### src/rtl/bus_cycle_ctrl.sv
// ---------------------------------------------------------------------------
// bus_cycle_ctrl
//   68010 bus-cycle controller for the rosco board. Each address-strobe
//   cycle is decoded once at its start into ROM, RAM, I/O or CPU space. The
//   controller drives the matching chip select, returns DTACK after the
//   region's wait count (or after the I/O device's own DTACK), and turns
//   illegal ROM writes into a bus error. Low-memory reads are shadowed to ROM
//   while the boot flag is low.
//
//   Optional feature macro: BUS_WATCHDOG_EN
//     defined   - an 8-bit watchdog turns stalled WAIT/CPUSP cycles into BERR
//                 once TIMEOUT clocks have elapsed since cycle start.
//     undefined - no watchdog; stalled cycles last until ACK or strobe release.
//
// Parameters
//   ROM_WAIT    wait clocks before DTACK for ROM cycles (0..15)
//   RAM_WAIT    wait clocks before DTACK for RAM cycles (0..15)
//   TIMEOUT     watchdog limit in clocks from cycle start (2..255)
//
// Ports
//   i_CLK        CPU clock, rising-edge sampling
//   i_RESET_n    asynchronous active-low reset
//   i_AS_n       CPU address strobe
//   i_RW_n       1 = read, 0 = write
//   i_A          address bits 23:20
//   i_FC         CPU function code
//   i_BOOT       0 = boot mapping (low reads go to ROM), 1 = normal map
//   i_IODTACK_n  DTACK from the I/O devices
//   o_ROMCS_n    ROM chip select
//   o_RAMCS_n    RAM chip select
//   o_IOCS_n     I/O chip select
//   o_DTACK_n    data acknowledge to the CPU
//   o_BERR_n     bus error to the CPU
// ---------------------------------------------------------------------------
module bus_cycle_ctrl #(
    parameter int unsigned ROM_WAIT = 2,
    parameter int unsigned RAM_WAIT = 0,
    parameter int unsigned TIMEOUT  = 64
) (
    input  logic       i_CLK,
    input  logic       i_RESET_n,
    input  logic       i_AS_n,
    input  logic       i_RW_n,
    input  logic [3:0] i_A,
    input  logic [2:0] i_FC,
    input  logic       i_BOOT,
    input  logic       i_IODTACK_n,
    output logic       o_ROMCS_n,
    output logic       o_RAMCS_n,
    output logic       o_IOCS_n,
    output logic       o_DTACK_n,
    output logic       o_BERR_n
);

    typedef enum logic [2:0] {
        S_IDLE,
        S_WAIT,
        S_ACK,
        S_BERR,
        S_CPUSP
    } state_t;

    typedef enum logic [1:0] {
        RG_ROM,
        RG_RAM,
        RG_IO,
        RG_CPU
    } region_t;

    localparam logic [3:0] LP_ROM_WAIT = 4'(ROM_WAIT);
    localparam logic [3:0] LP_RAM_WAIT = 4'(RAM_WAIT);

    state_t     r_state, w_state_nxt;
    region_t    r_region, w_region_nxt, w_region_dec;
    logic [3:0] r_wait, w_wait_nxt;
    logic       w_wd_hit;
    logic       w_ack_cond;

    // Address decode, priority order: CPU space, ROM, I/O, boot shadow, RAM.
    always_comb begin
        if (i_FC == 3'b111)
            w_region_dec = RG_CPU;
        else if (i_A == 4'hE)
            w_region_dec = RG_ROM;
        else if (i_A == 4'hF)
            w_region_dec = RG_IO;
        else if (!i_BOOT && i_A == 4'h0 && i_RW_n)
            w_region_dec = RG_ROM;
        else
            w_region_dec = RG_RAM;
    end

    // I/O cycles are paced by the device; memory cycles by the wait counter.
    assign w_ack_cond = (r_region == RG_IO) ? !i_IODTACK_n : (r_wait == 4'd0);

`ifdef BUS_WATCHDOG_EN
    localparam logic [7:0] LP_WD_LAST = 8'(TIMEOUT - 1);

    logic [7:0] r_wdog;

    // The counter reads k-1 just before edge N+k, so matching TIMEOUT-1
    // fires the transition on edge N+TIMEOUT.
    always_ff @(posedge i_CLK or negedge i_RESET_n) begin
        if (!i_RESET_n)
            r_wdog <= 8'd0;
        else if (r_state == S_WAIT || r_state == S_CPUSP)
            r_wdog <= r_wdog + 8'd1;
        else
            r_wdog <= 8'd0;
    end

    assign w_wd_hit = (r_state == S_WAIT || r_state == S_CPUSP) && (r_wdog == LP_WD_LAST);
`else
    assign w_wd_hit = 1'b0;
`endif

    // NOTE: sequential state uses non-blocking assignments so every register
    // samples the pre-edge values regardless of statement order.
    always_ff @(posedge i_CLK or negedge i_RESET_n) begin
        if (!i_RESET_n) begin
            r_state  <= S_IDLE;
            r_region <= RG_RAM;
            r_wait   <= 4'd0;
        end else begin
            r_state  <= w_state_nxt;
            r_region <= w_region_nxt;
            r_wait   <= w_wait_nxt;
        end
    end

    // NOTE: every signal gets a default at the top so no path leaves one
    // unassigned, which would otherwise infer a latch.
    always_comb begin
        w_state_nxt  = r_state;
        w_region_nxt = r_region;
        w_wait_nxt   = r_wait;
        o_ROMCS_n    = 1'b1;
        o_RAMCS_n    = 1'b1;
        o_IOCS_n     = 1'b1;
        o_DTACK_n    = 1'b1;
        o_BERR_n     = 1'b1;

        case (r_state)
            S_IDLE: begin
                if (!i_AS_n) begin
                    w_region_nxt = w_region_dec;
                    w_wait_nxt   = (w_region_dec == RG_ROM) ? LP_ROM_WAIT : LP_RAM_WAIT;
                    case (w_region_dec)
                        RG_CPU:  w_state_nxt = S_CPUSP;
                        RG_ROM:  w_state_nxt = i_RW_n ? S_WAIT : S_BERR;
                        default: w_state_nxt = S_WAIT;
                    endcase
                end
            end

            S_WAIT: begin
                // Strobe release aborts; ACK beats a simultaneous timeout.
                if (i_AS_n)
                    w_state_nxt = S_IDLE;
                else if (w_ack_cond)
                    w_state_nxt = S_ACK;
                else if (w_wd_hit)
                    w_state_nxt = S_BERR;
                else if (r_wait != 4'd0)
                    w_wait_nxt = r_wait - 4'd1;
            end

            S_CPUSP: begin
                if (i_AS_n)
                    w_state_nxt = S_IDLE;
                else if (w_wd_hit)
                    w_state_nxt = S_BERR;
            end

            S_ACK, S_BERR: begin
                if (i_AS_n)
                    w_state_nxt = S_IDLE;
            end

            default: w_state_nxt = S_IDLE;
        endcase

        // Chip select follows the latched region in WAIT and ACK only.
        if (r_state == S_WAIT || r_state == S_ACK) begin
            o_ROMCS_n = (r_region != RG_ROM);
            o_RAMCS_n = (r_region != RG_RAM);
            o_IOCS_n  = (r_region != RG_IO);
        end
        o_DTACK_n = (r_state != S_ACK);
        o_BERR_n  = (r_state != S_BERR);
    end

endmodule

### config.mk
export PLATFORM = sky130hd
export DESIGN_NAME = bus_cycle_ctrl
export DESIGN_NICKNAME = d
export VERILOG_FILES = /design/src/rtl/bus_cycle_ctrl.sv
export SDC_FILE = /design/constraint.sdc
export NUM_CORES = 1
export LEC_CHECK = 0
export BUFFER_PORTS_ARGS = -buffer_cell sky130_fd_sc_hd__buf_2
export CORE_AREA = 2 2 39 41
export CTS_CLUSTER_SIZE = 10
export DETAILED_ROUTE_END_ITERATION = 12
export DIE_AREA = 0 0 41 43
export PLACE_DENSITY = 0.79
export RECOVER_POWER = 25
export SYNTH_ARGS = -nofsm -noshare
export SYNTH_HDL_FRONTEND = slang
export SYNTH_SLANG_ARGS = --single-unit
### constraint.sdc
create_clock -name i_CLK -period 2.6 [get_ports i_CLK]
set_input_delay 0.52 -clock i_CLK [delete_from_list [all_inputs] [get_ports i_CLK]]
set_output_delay 0.52 -clock i_CLK [all_outputs]
set_load 0.02 [all_outputs]
==> impl_metrics.py, run 1 <==
metrics = {
    "yosys": {
        "synth_area_sq_um": 695.7,
        "synth-edff-count": 0,
        "yosys-top-cells-area": "sky130_fd_sc_hd__dfrtp_1, sky130_fd_sc_hd__ha_1, sky130_fd_sc_hd__mux2_4",
        "yosysSeqAreaShare": 0.3255,
        "postSynthAreaPerCell_sq_um": 9.662,
        "ys_warn_count": 0,
        "dominantRegCellSynth": "sky130_fd_sc_hd__dfrtp_1",
        "ys_async_sr_fraction": 1.000,
        "mappedNetlistNets": 88,
        "ys_seq_elements": 9,
        "netlist_instances": 72,
        "yosys.cell_types.count": 37,
        "synth_top_area_share": 0.2878,
        "synth_top_area_cell": "sky130_fd_sc_hd__dfrtp_1",
    },
    "sta": {
        "worstMarginPinSlew_ps": 514.4,
        "setup_repair_after_global_routing_missed_its_margin": "false",
        "period_share": 0.7642,
        "timing.final.hold_violations": 0,
        "timing.setup.tns_ps": 0,
        "post-route-min-period_ps": 1987,
        "timing_max_transition_violations_final": 0,
        "clock_skew_ps": 7.479,
        "max_freq_mhz": 503.3,
        "maxSlewHeadroom": 0.6542,
        "report.final.setup_viol": 0,
    },
    "outcome": {
        "status": "finished clean",
    },
    "global_route": {
        "use_met1": 0.2392,
        "globalRouteMet3Util": 0.01571,
        "grt_pass1_vias": 570,
        "antenna_found_initial": 0,
        "grt_busiest_layer": "met2",
        "largest_net_degree_at_the_start_of_global_routing": 16,
        "grt.total_usage": 0.1856,
        "grt_util_met2": 0.2906,
        "gr-total-overflow": 0,
        "grt_first_pass_wirelength_mm": 2.277,
    },
    "setup_path": {
        "timing.critical_path.from_type": "flop",
        "endpoint_kind": "output pin",
        "endpoint": "o_DTACK_n",
        "setup.worst_path.start": "r_state[1]$_DFFE_PN0P_",
        "crit_type": "flop to output pin",
        "cp_data_arrival_time_ps": 1470,
        "worst_r2r_path_depth": 6,
        "ff_to_ff_start": "r_wait[0]$_DFFE_PN0P_",
        "path_cells": "inv_1 -> or3_1 -> buf_2",
        "worst_ep_required_time_ps": 2080,
        "critical_path.max_stage_delay_ps": 560,
        "ff2ff_setup_slack_ps": 870,
        "r2r-end": "r_state[2]$_DFFE_PN0P_",
        "worst-path-max-fanout": 10,
        "critPathSlowestCell": "sky130_fd_sc_hd__dfrtp_1",
    },
    "final_layout": {
        "layout.filler_cells": 132,
        "most-common-layout-cells": "sky130_fd_sc_hd__buf_2, sky130_fd_sc_hd__dfrtp_1, sky130_fd_sc_hd__nor2_1",
        "share_of_cells_above_drive_strength_1": 0.3444,
        "diodes": 0,
        "most_common_cell_after_layout_fill_and_taps_aside": "sky130_fd_sc_hd__buf_2",
        "design.final.nets": 107,
        "finish.instance_area_sq_um": 790.8,
        "area_growth_syn_to_layout_pct": 13.67,
        "instances_no_fill": 106,
    },
    "routing": {
        "final_ant_viol_nets": 0,
        "post_drt_via_cell_ratio": 5.840,
        "detailedRoute.firstIterationViolations": 5,
        "vias_after_detailed_routing": 619,
        "post-route-drc-count": 0,
        "detail_route.first_pass.iterations": 4,
        "wirelength_routed_mm": 1.281,
        "wire_per_inst_microns": 12.08,
    },
    "clock_tree": {
        "cts_htree_levels": 1,
        "cts-root-to-sink-buffers": 2,
        "post_cts_resized": 0,
        "post_cts_buffers": 0,
        "clockRootBuffer": "sky130_fd_sc_hd__clkbuf_4",
        "clock_tree_from_tritoncts": "done",
        "cts_bufs_inserted": 3,
        "cts.hold.buffers_added": 0,
        "clk-insertion-delay-late_ps": 260,
        "clock_transition_at_the_registers_of_the_reported_paths_ps": 70,
        "clock_sink_count": 9,
    },
    "floorplanning": {
        "core_area_sq_um": 1384,
        "ioPinCount": 18,
        "placement_rows": 14,
        "die-area_sq_um": 1763,
        "initial_core_util": 0.5027,
        "floorplan.die.width_microns": 41,
        "height_of_the_die_microns": 43,
    },
    "power": {
        "cellPowerDensity_nw_per_um2": 1053,
        "total_power_uw": 832.5,
        "leakage_uw": 0.0003484,
        "max_vdd_drop_mv": 0.5306,
    },
    "worst_hold_path": {
        "hold_path_class": "input port to asynchronous set/reset pin",
    },
    "placement": {
        "port_buffers": 17,
        "place.detailed.hpwl_mm": 1.037,
        "gpl.final_weighted_congestion": 0.7348,
        "placed_area_sq_um": 765.7,
        "placedCellCount": 102,
    },
    "run": {
        "cap_viol_max_count": 0,
    },
}
## state kept, by name (all words and copies together) (netlist names)
name      flops
r_state       3
r_region      2
r_wait        4
## worst max-delay path: cells and delay by family, from the launching register on
family | cells | cell delay (ps)
buffers and inverters | 2 | 290
AND/OR/NAND/NOR | 1 | 350
flip-flops | 1 | 560
## layer usage
layer / vias up / wire, microns
met1: 294 / 536
met5: - / 0
met4: 0 / 19
li1: 302 / -
met3: 2 / 57
met2: 21 / 668
## kinds of logic (layout without fill, tap and decap cells)
family | Yosys count | after routing | synth area share
muxes | 3 | 3 | 0.05935
xor gates and xnor gates | 4 | 4 | 0.05037
AOI/OAI and AO/OA | 12 | 12 | 0.1241
DFF | 9 | 9 | 0.3255
buffers and inverters | 6 | 24 | 0.06655
adders and majority gates | 3 | 3 | 0.05396
and+or+nand+nor | 35 | 35 | 0.3201
## power by group
group | leakage (uW) | total (uW) | internal, uW | switching (uW)
registers | 0.000113 | 293 | 202 | 91.4
logic | 0.000220 | 431 | 209 | 221
clock network | 0.0000150 | 109 | 59.1 | 49.7
## Yosys cell counts, types with 2 or more instances
| cell type | n |
|---|---|
| sky130_fd_sc_hd__nor2_1 | 7 |
| sky130_fd_sc_hd__xor2_1 | 3 |
| sky130_fd_sc_hd__clkbuf_8 | 2 |
| sky130_fd_sc_hd__inv_1 | 3 |
| sky130_fd_sc_hd__ha_1 | 3 |
| sky130_fd_sc_hd__nand3b_1 | 2 |
| sky130_fd_sc_hd__dfrtp_1 | 8 |
| sky130_fd_sc_hd__a21oi_1 | 5 |
| sky130_fd_sc_hd__nand4_1 | 2 |
| sky130_fd_sc_hd__nor4_1 | 2 |
| sky130_fd_sc_hd__nand2b_1 | 2 |
| sky130_fd_sc_hd__nand3_1 | 2 |
| sky130_fd_sc_hd__nor3_1 | 3 |
| sky130_fd_sc_hd__mux2_4 | 2 |
| sky130_fd_sc_hd__nand2_1 | 4 |
## stage by stage
| step | utilization | setup WS (ps) | hold WS, ps |
|---|---|---|---|
| 3_5_place_dp | 0.5533 | 522.2 | 387.1 |
| 4_1_cts | 0.5723 | 610.4 | 103.5 |
| 2_1_floorplan | - | 783.7 | 224.4 |
| 3_3_place_gp | 0.5533 | 599.5 | 384.9 |
| 6_report | 0.5714 | 613.1 | 192.1 |
| 5_1_grt | 0.5714 | 538.0 | 233.3 |
## worst min path at each step
| stage | startpoint | endpoint |
|---|---|---|
| 3_5_place_dp | i_RESET_n | r_wait[1]$_DFFE_PN0P_ |
| 3_3_place_gp | i_RESET_n | r_wait[1]$_DFFE_PN0P_ |
| 2_1_floorplan | i_RESET_n | r_region[1]$_DFFE_PN0P_ |
| 6_report | i_RESET_n | r_state[0]$_DFFE_PN0P_ |
| 5_1_grt | i_RESET_n | r_wait[0]$_DFFE_PN0P_ |
| 4_1_cts | i_RESET_n | r_wait[1]$_DFFE_PN0P_ |
## cell type report
cell class	count	area, sq um	share of cell area
multi-input combinational	57	422.9	0.5348
sequential	9	226.5	0.2864
clock buffer	4	26.28	0.03323
inverter	3	11.26	0.01424
tap	16	20.02	0.02532
timing repair buffer	17	83.83	0.1060
No activity file was read; power rests on OpenSTA's default activity.
==> inputs of run 2 (changes only) <==
CORE_AREA = not set   (was 2 2 39 41)
CORE_MARGIN = 2   (was not set)
CORE_UTILIZATION = 45   (was not set)
DIE_AREA = not set   (was 0 0 41 43)
PLACE_DENSITY = 0.72   (was 0.79)
clock period = 1.6 ns   (was 2.6 ns; I/O delays follow)
==> impl_metrics.py, run 2 (synthesized netlist as in run 1, its figures left out) <==
metrics = {
    "worst_hold_path": {
        "hold_path_class": "input port to flop",
    },
    "floorplanning": {
        "core_area_sq_um": 1471,
        "initial_core_util": 0.4728,
        "floorplan.die.width_microns": 43.32,
        "placement_rows": 14,
        "ioPinCount": 18,
        "die-area_sq_um": 1877,
        "height_of_the_die_microns": 43.32,
    },
    "clock_tree": {
        "cts_bufs_inserted": 3,
        "cts-root-to-sink-buffers": 2,
        "cts_htree_levels": 1,
        "clock_sink_count": 9,
        "clockRootBuffer": "sky130_fd_sc_hd__clkbuf_4",
        "clock_tree_from_tritoncts": "done",
        "clk-insertion-delay-late_ps": 260,
        "clock_transition_at_the_registers_of_the_reported_paths_ps": 60,
    },
    "sta": {
        "clock_skew_ps": 1.979,
        "setup_repair_after_global_routing_missed_its_margin": "true",
        "finalWorstSetupSlack_ps": -70.88,
        "timing_max_transition_violations_final": 0,
        "max_freq_mhz": 598.5,
        "maxSlewHeadroom": 0.6521,
        "whs_ps": 457.4,
        "timing.setup.tns_ps": -139.5,
        "post-route-min-period_ps": 1671,
        "timing.final.hold_violations": 0,
        "report.final.setup_viol": 2,
        "period_share": 1.044,
        "worstMarginPinSlew_ps": 521.9,
    },
    "final_layout": {
        "multi_input_area_sq_um": 486.7,
        "largest_registers": "r_wait: 4 flops, r_state: 3 flops, r_region: 2 flops",
        "most_common_cell_after_layout_fill_and_taps_aside": "sky130_fd_sc_hd__buf_4",
        "most-common-layout-cells": "sky130_fd_sc_hd__buf_4, sky130_fd_sc_hd__buf_2, sky130_fd_sc_hd__nor2_1",
        "area_growth_syn_to_layout_pct": 53.24,
        "design.final.nets": 130,
        "share_of_cells_above_drive_strength_1": 0.5929,
        "largest_register": "r_wait",
        "diodes": 0,
        "largest_register_ff_count": 4,
        "layout.filler_cells": 115,
        "fin_util": 0.7245,
        "instances_no_fill": 129,
        "area.sequential_sq_um": 230.2,
    },
    "routing": {
        "detailedRoute.firstIterationViolations": 4,
        "post-route-drc-count": 0,
        "vias_after_detailed_routing": 707,
        "final_ant_viol_nets": 0,
        "post_drt_via_cell_ratio": 5.481,
        "detail_route.first_pass.iterations": 3,
        "wire_per_inst_microns": 13.17,
        "wirelength_routed_mm": 1.699,
    },
    "power": {
        "max_vdd_drop_mv": 1.071,
        "leakage_uw": 0.0004816,
        "cellPowerDensity_nw_per_um2": 1631,
    },
    "setup_path": {
        "timing.critical_path.from_type": "flop",
        "endpoint_kind": "flop",
        "worst-path-max-fanout": 3,
        "crit_type": "flop to flop",
        "worst_ep_required_time_ps": 1750,
        "cp_data_arrival_time_ps": 1820,
    },
    "placement": {
        "port_buffers": 17,
        "placedCellCount": 116,
        "gpl.final_weighted_congestion": 0.8002,
        "place.detailed.hpwl_mm": 1.263,
    },
    "global_route": {
        "globalRouteMet3Util": 0.03830,
        "grt_pass1_vias": 683,
        "grt_first_pass_wirelength_mm": 2.711,
        "antenna_found_initial": 0,
        "grt.total_usage": 0.1911,
        "grt_busiest_layer": "met2",
        "gr-total-overflow": 0,
        "grt_util_met2": 0.3761,
        "use_met1": 0.2021,
        "largest_net_degree_at_the_start_of_global_routing": 10,
    },
    "outcome": {
        "failing_checks": "setup timing",
        "status": "finished with violations",
    },
    "run": {
        "cap_viol_max_count": 0,
    },
}
## run 2: changes by cell type in the layout (fill, tap and decap cells not counted), moves of 3 or more
cell	before	now
sky130_fd_sc_hd__buf_6	0	4
sky130_fd_sc_hd__inv_1	3	0
sky130_fd_sc_hd__inv_2	0	3
sky130_fd_sc_hd__dfrtp_1	8	5
sky130_fd_sc_hd__buf_2	16	12
sky130_fd_sc_hd__buf_4	0	21
sky130_fd_sc_hd__dfrtp_2	0	3
## run 2: worst paths after layout
kind | from | endpoint | slack, ps | depth (start not counted)
worst max-delay path | r_wait[0]$_DFFE_PN0P_ | r_state[2]$_DFFE_PN0P_ | -70 | 6
worst min-delay path | i_RW_n | r_state[1]$_DFFE_PN0P_ | 460 | 4
worst max register to register | r_wait[0]$_DFFE_PN0P_ | r_state[2]$_DFFE_PN0P_ | -70 | 6
worst min register to register | r_region[0]$_DFFE_PN1P_ | r_region[0]$_DFFE_PN1P_ | 530 | 2
max in group asynchronous | i_RESET_n | r_state[2]$_DFFE_PN0P_ | 680 | 2
min in group asynchronous | i_RESET_n | r_wait[0]$_DFFE_PN0P_ | 540 | 2
## run 2: worst max-delay path, stage by stage, from the launching register on
cell                       delay [ps]
sky130_fd_sc_hd__dfrtp_1          390
sky130_fd_sc_hd__inv_2             80
sky130_fd_sc_hd__ha_4             120
sky130_fd_sc_hd__or3b_4           380
sky130_fd_sc_hd__o211ai_2         170
sky130_fd_sc_hd__nand2_2          110
sky130_fd_sc_hd__mux2_4           310
## run 2: metal layers
layer,up-vias,share of wire
met5,-,0
li1,349,-
met1,337,0.39
met3,2,0.045
met2,19,0.56
met4,0,0.0065
## run 2: stage by stage
step                instance area (sq um)  total power (uW)  worst slack, ps
finish                               1066              1738           -70.88
global route                         1066              1865           -124.6
CTS                                 983.4              1640           -73.53
detailed placement                  880.8              1334           -310.8
global placement                    880.8              1304           -128.0
floorplan                           705.7              1088           -16.24
## run 2: repair_timing
action | in CTS | in global routing
setup endpoints to repair | 7 | 11
hold endpoints to repair | 8 | 0
hold buffers | 1 | 0
pin swaps | 1 | 3
setup buffers | 5 | 3
gates resized for setup | 8 | 16
## run 2: layout make-up
type	instances	share of cell area
well taps	16	0.01878
multi-input cells	57	0.4566
flip-flops and latches	9	0.2160
inverters	3	0.01056
clock buffers	4	0.02465
repair buffers	40	0.2735
## run 2: power breakdown
group,switching (uW),internal [uW]
Sequential,113,335
Clock,82.0,96.2
Combinational,523,590
Total,718,1020
==> inputs of run 3 (changes only) <==
REMOVE_ABC_BUFFERS = 1   (was not set)
==> impl_metrics.py, run 3 (synthesized netlist as in run 1, its figures left out) <==
metrics = {
    "setup_path": {
        "endpoint_kind": "flop",
        "cp_data_arrival_time_ps": 1940,
        "worst-path-max-fanout": 4,
        "crit_type": "flop to flop",
        "worst_ep_required_time_ps": 1760,
        "timing.critical_path.from_type": "flop",
    },
    "power": {
        "power_switching_uw": 771.2,
        "internal_power_uw": 1105,
        "max_vdd_drop_mv": 0.9109,
        "cellPowerDensity_nw_per_um2": 1704,
        "clock_power_share": 0.104,
        "seq_power_share": 0.233,
        "sw_frac_of_total": 0.4110,
        "power_frac_comb": 0.663,
        "leakage_uw": 0.0005097,
    },
    "floorplanning": {
        "floorplan.die.width_microns": 43.32,
        "placement_rows": 14,
        "ioPinCount": 18,
        "initial_core_util": 0.4728,
        "core_area_sq_um": 1471,
        "height_of_the_die_microns": 43.32,
        "die-area_sq_um": 1877,
    },
    "clock_tree": {
        "clock_transition_at_the_registers_of_the_reported_paths_ps": 70,
        "cts_bufs_inserted": 3,
        "clock_tree_from_tritoncts": "done",
        "cts-root-to-sink-buffers": 2,
        "cts_htree_levels": 1,
        "clk-insertion-delay-late_ps": 270,
        "clockRootBuffer": "sky130_fd_sc_hd__clkbuf_4",
        "clock_sink_count": 9,
    },
    "placement": {
        "dp_worst_setup_slack_ps": -256.9,
        "gpl.final_weighted_congestion": 0.8308,
        "port_buffers": 17,
        "placed_area_sq_um": 893.4,
        "place.detailed.hpwl_mm": 1.212,
    },
    "sta": {
        "timing_max_transition_violations_final": 0,
        "period_share": 1.110,
        "finalWorstSetupSlack_ps": -176.2,
        "report.final.setup_viol": 7,
        "setup_repair_after_global_routing_missed_its_margin": "true",
        "maxSlewHeadroom": 0.6481,
        "clock_skew_ps": 1.692,
        "max_freq_mhz": 563.0,
        "timing.final.hold_violations": 0,
        "worstMarginPinSlew_ps": 527.8,
        "post-route-min-period_ps": 1776,
    },
    "final_layout": {
        "diodes": 0,
        "most-common-layout-cells": "sky130_fd_sc_hd__buf_4, sky130_fd_sc_hd__buf_2, sky130_fd_sc_hd__nor2_1, sky130_fd_sc_hd__buf_6, sky130_fd_sc_hd__dfrtp_1",
        "largest_registers": "r_wait: 4 flops, r_state: 3 flops, r_region: 2 flops",
        "largest_register": "r_wait",
        "largest_register_ff_count": 4,
        "most_common_cell_after_layout_fill_and_taps_aside": "sky130_fd_sc_hd__buf_4",
        "finish.instance_area_sq_um": 1101,
        "design.final.nets": 135,
        "area_growth_syn_to_layout_pct": 58.27,
        "layout.filler_cells": 117,
        "share_of_cells_above_drive_strength_1": 0.6102,
    },
    "routing": {
        "post-route-drc-count": 0,
        "detailedRoute.firstIterationViolations": 11,
        "wirelength_routed_mm": 1.927,
        "detail_route.first_pass.iterations": 4,
        "post_drt_via_cell_ratio": 5.425,
        "wire_per_inst_microns": 14.38,
        "final_ant_viol_nets": 0,
        "vias_after_detailed_routing": 727,
    },
    "run": {
        "cap_viol_max_count": 0,
    },
    "global_route": {
        "grt_pass1_vias": 710,
        "grt.total_usage": 0.2124,
        "gr-total-overflow": 0,
        "grt_first_pass_wirelength_mm": 2.870,
        "antenna_found_initial": 0,
        "largest_net_degree_at_the_start_of_global_routing": 10,
    },
    "outcome": {
        "failing_checks": "setup timing",
        "status": "finished with violations",
    },
    "worst_hold_path": {
        "hold_path_class": "input port to flop",
    },
}
-- run 3: area by class of cell --
class | instances | area [sq um] | area share
multi-input combinational | 57 | 488.0 | 0.4432
tap | 16 | 20.02 | 0.01818
clock buffer | 4 | 26.28 | 0.02386
inverter | 3 | 11.26 | 0.01023
sequential | 9 | 229.0 | 0.2080
timing repair buffer | 45 | 326.6 | 0.2966
-- run 3: timing repair --
item / 4_1_cts / 5_1_grt
setup endpoints to repair: 6 / 10
setup buffers: 4 / 6
hold buffers: 1 / 0
pin swaps: 3 / 4
hold endpoints to repair: 8 / 0
gates resized for setup: 6 / 19
-- run 3: critical path, cell delays in order, from the launching register on --
cell and delay [ps]:
sky130_fd_sc_hd__dfrtp_1 390, sky130_fd_sc_hd__inv_2 90, sky130_fd_sc_hd__ha_4 120, sky130_fd_sc_hd__or3b_4 400, sky130_fd_sc_hd__o211ai_2 210, sky130_fd_sc_hd__nand2_2 130, sky130_fd_sc_hd__mux2_4 320
-- run 3: through the flow --
step | hold WS, ps | TNS, ps | std cells | power, uW | util
finish | 461.7 | -564.2 | 134 | 1876 | 0.7483
CTS | 429.3 | -426.0 | 128 | 1639 | 0.6692
global placement | 183.6 | -368.4 | 119 | 1304 | 0.6071
floorplan | 24.41 | -98.84 | 69 | 1015 | -
detailed placement | 184.7 | -496.8 | 119 | 1327 | 0.6071
global route | 469.1 | -1102 | 134 | 2011 | 0.7483
-- run 3: routing by layer --
layer / vias to the layer above / global-route usage / part of all wire / routed length, microns
li1: 357 / - / - / -
met1: 343 / 0.2243 / 0.39 / 755
met2: 21 / 0.3731 / 0.54 / 1049
met3: 6 / 0.02553 / 0.023 / 45
met4: 0 / 0.1697 / 0.040 / 77
met5: - / 0 / 0 / 0
-- run 3: path summary, 6_finish.rpt --
check                                        start                       to  slack [ps]  cells after the start
setup / recovery             r_wait[1]$_DFFE_PN0P_   r_state[2]$_DFFE_PN0P_        -180                      6
hold / removal                              i_AS_n    r_wait[0]$_DFFE_PN0P_         460                      3
setup reg to reg             r_wait[1]$_DFFE_PN0P_   r_state[2]$_DFFE_PN0P_        -180                      6
hold reg to reg            r_region[0]$_DFFE_PN1P_  r_region[0]$_DFFE_PN1P_         540                      2
max in group asynchronous                i_RESET_n   r_state[1]$_DFFE_PN0P_         690                      2
min in group asynchronous                i_RESET_n   r_state[0]$_DFFE_PN0P_         530                      2
-- run 3: power by group through the flow --
stage / clock [uW] / combinational, uW / sequential (uW)
after detailed placement: 0 / 901 / 427
after CTS: 194 / 1030 / 418
after global routing: 211 / 1350 / 450
after floorplan: 0 / 570 / 444
after global placement: 0 / 882 / 423
final: 196 / 1240 / 437
